## src/rtl/oam_pkg.sv

```systemverilog
// Shared definitions for the operand/multiply stages: FSM state codes and default widths.
package oam_pkg;

  localparam int unsigned OAM_WIDTH = 32;

  localparam logic [1:0] S_IDLE = 2'd0;
  localparam logic [1:0] S_CALC = 2'd1;
  localparam logic [1:0] S_DONE = 2'd2;

endpackage

```

## src/rtl/seq_mult_stage_if.sv

```systemverilog
// Operand/product handshake bundle for seq_mult_stage. slave = the multiplier, master = its
// environment (upstream operand source plus downstream product sink).
interface seq_mult_stage_if
  import oam_pkg::*;
#(
  parameter int unsigned WIDTH = OAM_WIDTH
);
  logic               in_valid;
  logic               in_ready;
  logic [WIDTH/2-1:0] a;
  logic [WIDTH/2-1:0] b;
  logic               out_valid;
  logic               out_ready;
  logic [WIDTH-1:0]   product;

  modport slave (
    input  in_valid, a, b, out_ready,
    output in_ready, out_valid, product
  );

  modport master (
    output in_valid, a, b, out_ready,
    input  in_ready, out_valid, product
  );
endinterface

```

## src/rtl/seq_mult_datapath.sv

```systemverilog
// Shift-add datapath: shifted multiplicand, multiplier shifter and accumulator.
// Macro APPROX_TRUNC_EN clears the low TRUNC_BITS of every partial product.
module seq_mult_datapath
  import oam_pkg::*;
#(
  parameter int unsigned WIDTH      = OAM_WIDTH,
  parameter int unsigned TRUNC_BITS = 8
) (
  input  logic               clk,
  input  logic               rst_n,
  input  logic               i_load,
  input  logic               i_step,
  input  logic [WIDTH/2-1:0] i_a,
  input  logic [WIDTH/2-1:0] i_b,
  output logic [WIDTH-1:0]   o_acc
);
  localparam int unsigned N = WIDTH / 2;

`ifdef APPROX_TRUNC_EN
  localparam bit TruncEn = 1'b1;
`else
  localparam bit TruncEn = 1'b0;
`endif

  localparam logic [WIDTH-1:0] TruncMask = ~((WIDTH'(1) << TRUNC_BITS) - WIDTH'(1));

  logic [WIDTH-1:0] r_a_sh;
  logic [N-1:0]     r_b_sh;
  logic [WIDTH-1:0] r_acc;
  logic [WIDTH-1:0] w_pp;

  assign w_pp  = TruncEn ? (r_a_sh & TruncMask) : r_a_sh;
  assign o_acc = r_acc;

  always_ff @(posedge clk or negedge rst_n) begin
    if (!rst_n) begin
      r_a_sh <= '0;
      r_b_sh <= '0;
      r_acc  <= '0;
    end else if (i_load) begin
      r_a_sh <= WIDTH'(i_a);
      r_b_sh <= i_b;
      r_acc  <= '0;
    end else if (i_step) begin
      // Exact N x N product fits in WIDTH bits, so the sum cannot overflow.
      if (r_b_sh[0]) r_acc <= r_acc + w_pp;
      r_a_sh <= r_a_sh << 1;
      r_b_sh <= r_b_sh >> 1;
    end
  end
endmodule

```

## src/rtl/seq_mult_stage.sv

```systemverilog
// Iterative radix-2 unsigned multiplier, one op in flight, fixed N-cycle latency.
// Macro APPROX_TRUNC_EN selects the truncated (approximate) partial-product build.
module seq_mult_stage
  import oam_pkg::*;
#(
  parameter int unsigned WIDTH      = OAM_WIDTH,
  parameter int unsigned TRUNC_BITS = 8
) (
  input  logic              clk,
  input  logic              rst_n,
  seq_mult_stage_if.slave   bus
);
  localparam int unsigned N     = WIDTH / 2;
  localparam int unsigned CNT_W = $clog2(N);

  logic [1:0]       r_state;
  logic [1:0]       w_state_next;
  logic [CNT_W-1:0] r_cnt;
  logic             w_accept;
  logic             w_step;
  logic             w_last;
  logic [WIDTH-1:0] w_acc;

  assign w_accept = (r_state == S_IDLE) && bus.in_valid;
  assign w_step   = (r_state == S_CALC);
  assign w_last   = (r_cnt == CNT_W'(N - 1));

  always_comb begin
    w_state_next = r_state;
    case (r_state)
      S_IDLE:  if (bus.in_valid) w_state_next = S_CALC;
      S_CALC:  if (w_last) w_state_next = S_DONE;
      S_DONE:  if (bus.out_ready) w_state_next = S_IDLE;
      default: w_state_next = S_IDLE;
    endcase
  end

  always_ff @(posedge clk or negedge rst_n) begin
    if (!rst_n) begin
      r_state <= S_IDLE;
      r_cnt   <= '0;
    end else begin
      r_state <= w_state_next;
      if (w_accept) r_cnt <= '0;
      else if (w_step) r_cnt <= r_cnt + 1'b1;
    end
  end

  seq_mult_datapath #(
    .WIDTH      (WIDTH),
    .TRUNC_BITS (TRUNC_BITS)
  ) u_datapath (
    .clk    (clk),
    .rst_n  (rst_n),
    .i_load (w_accept),
    .i_step (w_step),
    .i_a    (bus.a),
    .i_b    (bus.b),
    .o_acc  (w_acc)
  );

  assign bus.in_ready  = (r_state == S_IDLE);
  assign bus.out_valid = (r_state == S_DONE);
  assign bus.product   = w_acc;
endmodule

```

## src/flat_wrapper.sv

```systemverilog
// flat-port wrapper written by rule: the top's interface ports become plain ports
module seq_mult_stage_flat import oam_pkg::*;
#(
  parameter int unsigned WIDTH      = OAM_WIDTH,
  parameter int unsigned TRUNC_BITS = 8
)
  (clk, rst_n, bus_in_valid, bus_a, bus_b, bus_out_ready, bus_in_ready, bus_out_valid, bus_product);
  seq_mult_stage_if #(.WIDTH(WIDTH)) bus_i ();
  input  logic clk;
  input  logic rst_n;
  input wire logic [$bits(bus_i.in_valid)-1:0] bus_in_valid;
  input wire logic [$bits(bus_i.a)-1:0] bus_a;
  input wire logic [$bits(bus_i.b)-1:0] bus_b;
  input wire logic [$bits(bus_i.out_ready)-1:0] bus_out_ready;
  output wire logic [$bits(bus_i.in_ready)-1:0] bus_in_ready;
  output wire logic [$bits(bus_i.out_valid)-1:0] bus_out_valid;
  output wire logic [$bits(bus_i.product)-1:0] bus_product;
  assign bus_i.in_valid = bus_in_valid;
  assign bus_i.a = bus_a;
  assign bus_i.b = bus_b;
  assign bus_i.out_ready = bus_out_ready;
  assign bus_in_ready = bus_i.in_ready;
  assign bus_out_valid = bus_i.out_valid;
  assign bus_product = bus_i.product;
  seq_mult_stage #(.WIDTH(WIDTH), .TRUNC_BITS(TRUNC_BITS)) u_core (.clk(clk), .rst_n(rst_n), .bus(bus_i));
endmodule
```

## config.mk

```make
export PLATFORM = sky130hd
export DESIGN_NAME = seq_mult_stage_flat
export DESIGN_NICKNAME = d
export VERILOG_FILES = /design/src/rtl/oam_pkg.sv /design/src/rtl/seq_mult_stage_if.sv /design/src/rtl/seq_mult_datapath.sv /design/src/rtl/seq_mult_stage.sv /design/src/flat_wrapper.sv
export SDC_FILE = /design/constraint.sdc
export NUM_CORES = 1
export LEC_CHECK = 0
export BUFFER_PORTS_ARGS = -buffer_cell sky130_fd_sc_hd__buf_2
export CELL_PAD_IN_SITES_DETAIL_PLACEMENT = 2
export CELL_PAD_IN_SITES_GLOBAL_PLACEMENT = 2
export CORE_UTILIZATION = 35
export CTS_CLUSTER_SIZE = 24
export DETAILED_ROUTE_END_ITERATION = 8
export PLACE_DENSITY = 0.84
export RECOVER_POWER = 100
export REMOVE_ABC_BUFFERS = 1
export SLEW_MARGIN = 20
export SYNTH_ARGS = -nofsm -noshare
export SYNTH_HDL_FRONTEND = slang
export SYNTH_SLANG_ARGS = --single-unit
```

## constraint.sdc

```tcl
create_clock -name clk -period 3.2 [get_ports clk]
set_clock_uncertainty 0.1 [all_clocks]
set_input_delay 0.64 -clock clk [delete_from_list [all_inputs] [get_ports clk]]
set_output_delay 0.64 -clock clk [all_outputs]
set_load 0.005 [all_outputs]
```

==> metrics.md <==
| Metric | Value |
|---|---|
| Largest net degree at the start of global routing | 87 |
| Core box area | between 10000 and 15000 sq um |
| Residual antenna-violating net count after detailed routing | 0 |
| CP top delay family | compound AO/OA/AOI/OAI gates |
| Final wirelength | 14900 microns |
| Gr usage total | 0.209 |
| Worst min path class | reg -> reg |
| Worst r2r src | u_core.u_datapath.r_a_sh[0]$_DFFE_PN0P_ |
| Failing checks | capacitance limit, slew limit |
| Crit end category | flip-flop |
| Dominant synthesized flop cell | dfrtp_1 |
| Initial antenna violation count | 0 |
| Layout Utilization | 0.418 |
| DR WL/cell | about 19 microns |
| Final setup violation count | 0 |
| Vias per inst | roughly 5.4 |
| Share of post-route cells with drive strength above 1 | 0.152 |
| Post-DP HPWL | between 10000 and 15000 microns |
| Fin crit share | 0.972 |
| Num ports | 70 |
| Fin crit period | between 3 and 4 ns |
| Hold_ws | roughly 0.38 ns |
| Max cap viols | 1 |
| Drt pass-1 iters | 4 |
| Hold Vio Cnt, Final | 0 |
| WP buf/inv | 1 |
| Residual DRC count | 0 |
| Clk sinks | 86 |
| Die Ht | between 100 and 150 microns |
| Final-layout fill cell count | around 1600 |
| WHS Path Cells | 1 |
| Avg Inst Size Synth | between 9 and 10 sq um |
| Antenna Cells | 0 |
| Yosys synthesis warning count | 0 |
| CTS tree | yes |
| Crit path DAT | roughly 3.3 ns |
| Critical path fanouts, max | 4 |
| Sequential area share after synthesis | 0.433 |
| Clock Latency Late Sink | between 0.3 and 0.4 ns |
| Row count | 43 |
| Grt ovf | 0 |
| Fin nets | 678 |
| Routability cong. | 0.802 |
| H-Tree Level Count | 3 |
| Worst r2r dst | u_core.u_datapath.o_acc[28]$_DFFE_PN0P_ |
| First-pass GRT wire length | around 24000 microns |
| CP Class | reg -> reg |
| Critical path startpoint category | flip-flop |
| Hold EP | u_core.u_datapath.o_acc[31]$_DFFE_PN0P_ |
| RSZ-0062 raised after global routing | yes |
| Yosys cell types | between 50 and 60 |
| R2r setup slk | between 0.08 and 0.09 ns |
| Outcome | finished, violations left |
| Die area | around 15000 sq um |
| Die Span X | around 120 microns |
| Initial DRC Count | 100 |
| Port bufs | between 60 and 70 |
| Seq cells post-synth | 86 |
| Final Max Slew Viols | between 80 and 90 |
| Relative slew slack | -0.450 |
| Longest Clk Path Bufs | 2 |
| Clk slew on worst S/H paths | about 0.070 ns |
| Hold path startpoint | u_core.u_datapath.o_acc[31]$_DFFE_PN0P_ |
| Crit path largest cell delay | around 0.41 ns |
| Post-synth EDFFs | 0 |
| Post-CTS Hold Fix Bufs | 0 |
| Peak Freq | 0.321 GHz |
| Starting Density | 0.358 |
| Clk root buf | clkbuf_16 |
| Leakage | roughly 2.8 nW |
| Actual slew at the worst max-slew pin | ~2.2 ns |
| Worst EP required | 3.35 ns |
| Critical Path, Cell by Cell | ha_1, fa_1, a21o_1, a21o_1, a211oi_2, buf_4, nor3_2, nor3_2, o31ai_4, a21oi_2, nand2b_1, a311oi_2 |
| Vias in the first global route | between 4000 and 5000 |
| Asr flop ratio synth | 1.00 |
| Synthesized cell area | 4970 sq um |
| Num CTS Buffers | 9 |
| Setup TNS Final | 0 ns |
| Vias post-DR | around 4300 |
| Crit-path slowest cell | dfrtp_1 |
| Area Overhead vs Synth | 16.8% |
| Worst r2r path cells | 12 |
| Syn Inst Count | 548 |
| Pwr dens | between 1000 and 1500 nW/um^2 |
| Maximum vdd ir drop | about 0.37 mV |
## where the power goes
part	internal (mW)	switching (mW)
sequential	1.58	0.411
clock	0.620	0.443
combinational	1.47	2.31
## worst register-to-register path: stages (launching register included)
cell      delay, ns
dfrtp_1        0.41
ha_1           0.25
fa_1           0.41
a21o_1         0.20
a21o_1         0.22
a211oi_2       0.23
buf_4          0.16
nor3_2         0.05
nor3_2         0.23
o31ai_4        0.15
a21oi_2        0.23
nand2b_1       0.11
a311oi_2       0.28
## metrics by stage
step | setup WS, ns | cells | instance area, sq um | power, mW
2_1_floorplan | -0.687 | 519 | 4860 | 4.44
3_3_place_gp | 0.102 | 776 | 5520 | 5.46
3_5_place_dp | 0.00625 | 776 | 5520 | 5.69
4_1_cts | 0.0459 | 791 | 5820 | 6.83
5_1_grt | -0.0267 | 793 | 5810 | 7.40
6_report | 0.0887 | 793 | 5810 | 6.84
## cells in the final DEF, fill, tap and decap left out, types with 2 or more instances in the layout
cell type,synthesis,layout
a211oi_1,5,3
a211oi_2,1,3
a21o_1,23,23
a21oi_1,22,22
a22o_1,4,4
a22oi_1,30,30
a31oi_1,2,2
and2_1,3,2
and3_1,4,4
buf_2,0,48
buf_4,0,4
clkbuf_1,29,22
clkbuf_16,0,9
clkbuf_2,0,5
clkinv_2,0,2
dfrtp_1,86,86
ha_1,32,31
inv_1,5,5
nand2_1,141,141
nand2b_1,6,6
nand3_1,8,8
nand4_1,3,3
nor2_1,11,10
nor3_1,3,2
nor3_2,2,3
o21a_1,3,3
o21ai_0,58,58
o21bai_1,3,3
o31ai_1,3,3
or3_1,3,3
xnor2_1,14,14
xor2_1,12,12
## cells by family after synthesis
| family | synth area share |
|---|---|
| buffers and inverters | 0.0257 |
| DFF | 0.433 |
| adders and majority gates | 0.0846 |
| muxes | 0.00201 |
| and+or+nand+nor | 0.178 |
| AOI/OAI and AO/OA | 0.231 |
| xor gates and xnor gates | 0.0458 |
## final cells by class
type                    count  area [sq um]  area share
flip-flops and latches     86          2150       0.371
clock buffers              11           243      0.0418
clock inverters             4          47.5     0.00819
multi-input cells         428          2740       0.472
well taps                 180           225      0.0388
repair buffers             79           382      0.0657
inverters                   5          18.8     0.00323
## per-layer routing
layer / share of wire / global-route usage / vias to the layer above
li1: - / - / 2065
met2: 0.50 / 0.358 / 49
met3: 0.029 / 0.0338 / 13
met5: 0 / 0 / -
met1: 0.46 / 0.268 / 2160
met4: 0.012 / 0.0640 / 0
## state kept, by name, summed over array words and instances, names as in the netlist
name	cells
u_core.u_datapath.r_a_sh	32
u_core.u_datapath.o_acc	32
u_core.r_state	2
u_core.r_cnt	4
u_core.u_datapath.r_b_sh	16
## cells in the mapped netlist (2+ instances only)
master / count / area (sq um)
nand2_1: 141 / 529
dfrtp_1: 86 / 2150
o21ai_0: 58 / 290
ha_1: 32 / 400
a22oi_1: 30 / 225
clkbuf_1: 29 / 109
a21o_1: 23 / 173
a21oi_1: 22 / 110
xnor2_1: 14 / 123
xor2_1: 12 / 105
nor2_1: 11 / 41.3
nand3_1: 8 / 40.0
nand2b_1: 6 / 37.5
a211oi_1: 5 / 37.5
inv_1: 5 / 18.8
a22o_1: 4 / 35.0
and3_1: 4 / 25.0
and2_1: 3 / 18.8
nand4_1: 3 / 18.8
nor3_1: 3 / 15.0
o21a_1: 3 / 22.5
o21bai_1: 3 / 22.5
o31ai_1: 3 / 22.5
or3_1: 3 / 18.8
a311oi_1: 2 / 17.5
a31oi_1: 2 / 12.5
nor2b_1: 2 / 12.5
nor3_2: 2 / 20.0
nor4b_1: 2 / 17.5
## repair_timing
action | 4_1_cts | 5_1_grt
setup endpoints to repair | 1 | 6
resized for setup | 1 | 6
pin swaps | 0 | 2
setup buffers | 0 | 2
## how the worst max path moves through the flow
stage	end	cells after the start	from
6_report	u_core.u_datapath.o_acc[28]$_DFFE_PN0P_	12	u_core.u_datapath.r_a_sh[0]$_DFFE_PN0P_
5_1_grt	u_core.u_datapath.o_acc[28]$_DFFE_PN0P_	12	u_core.u_datapath.o_acc[0]$_DFFE_PN0P_
4_1_cts	u_core.u_datapath.o_acc[28]$_DFFE_PN0P_	12	u_core.u_datapath.r_a_sh[0]$_DFFE_PN0P_
3_5_place_dp	u_core.u_datapath.o_acc[28]$_DFFE_PN0P_	12	u_core.u_datapath.r_a_sh[0]$_DFFE_PN0P_
3_3_place_gp	u_core.u_datapath.o_acc[28]$_DFFE_PN0P_	12	u_core.u_datapath.o_acc[0]$_DFFE_PN0P_
2_1_floorplan	u_core.u_datapath.o_acc[24]$_DFFE_PN0P_	4	u_core.r_state[1]$_DFFE_PN0P_
Note: power is estimated with default switching activity, not from simulation.
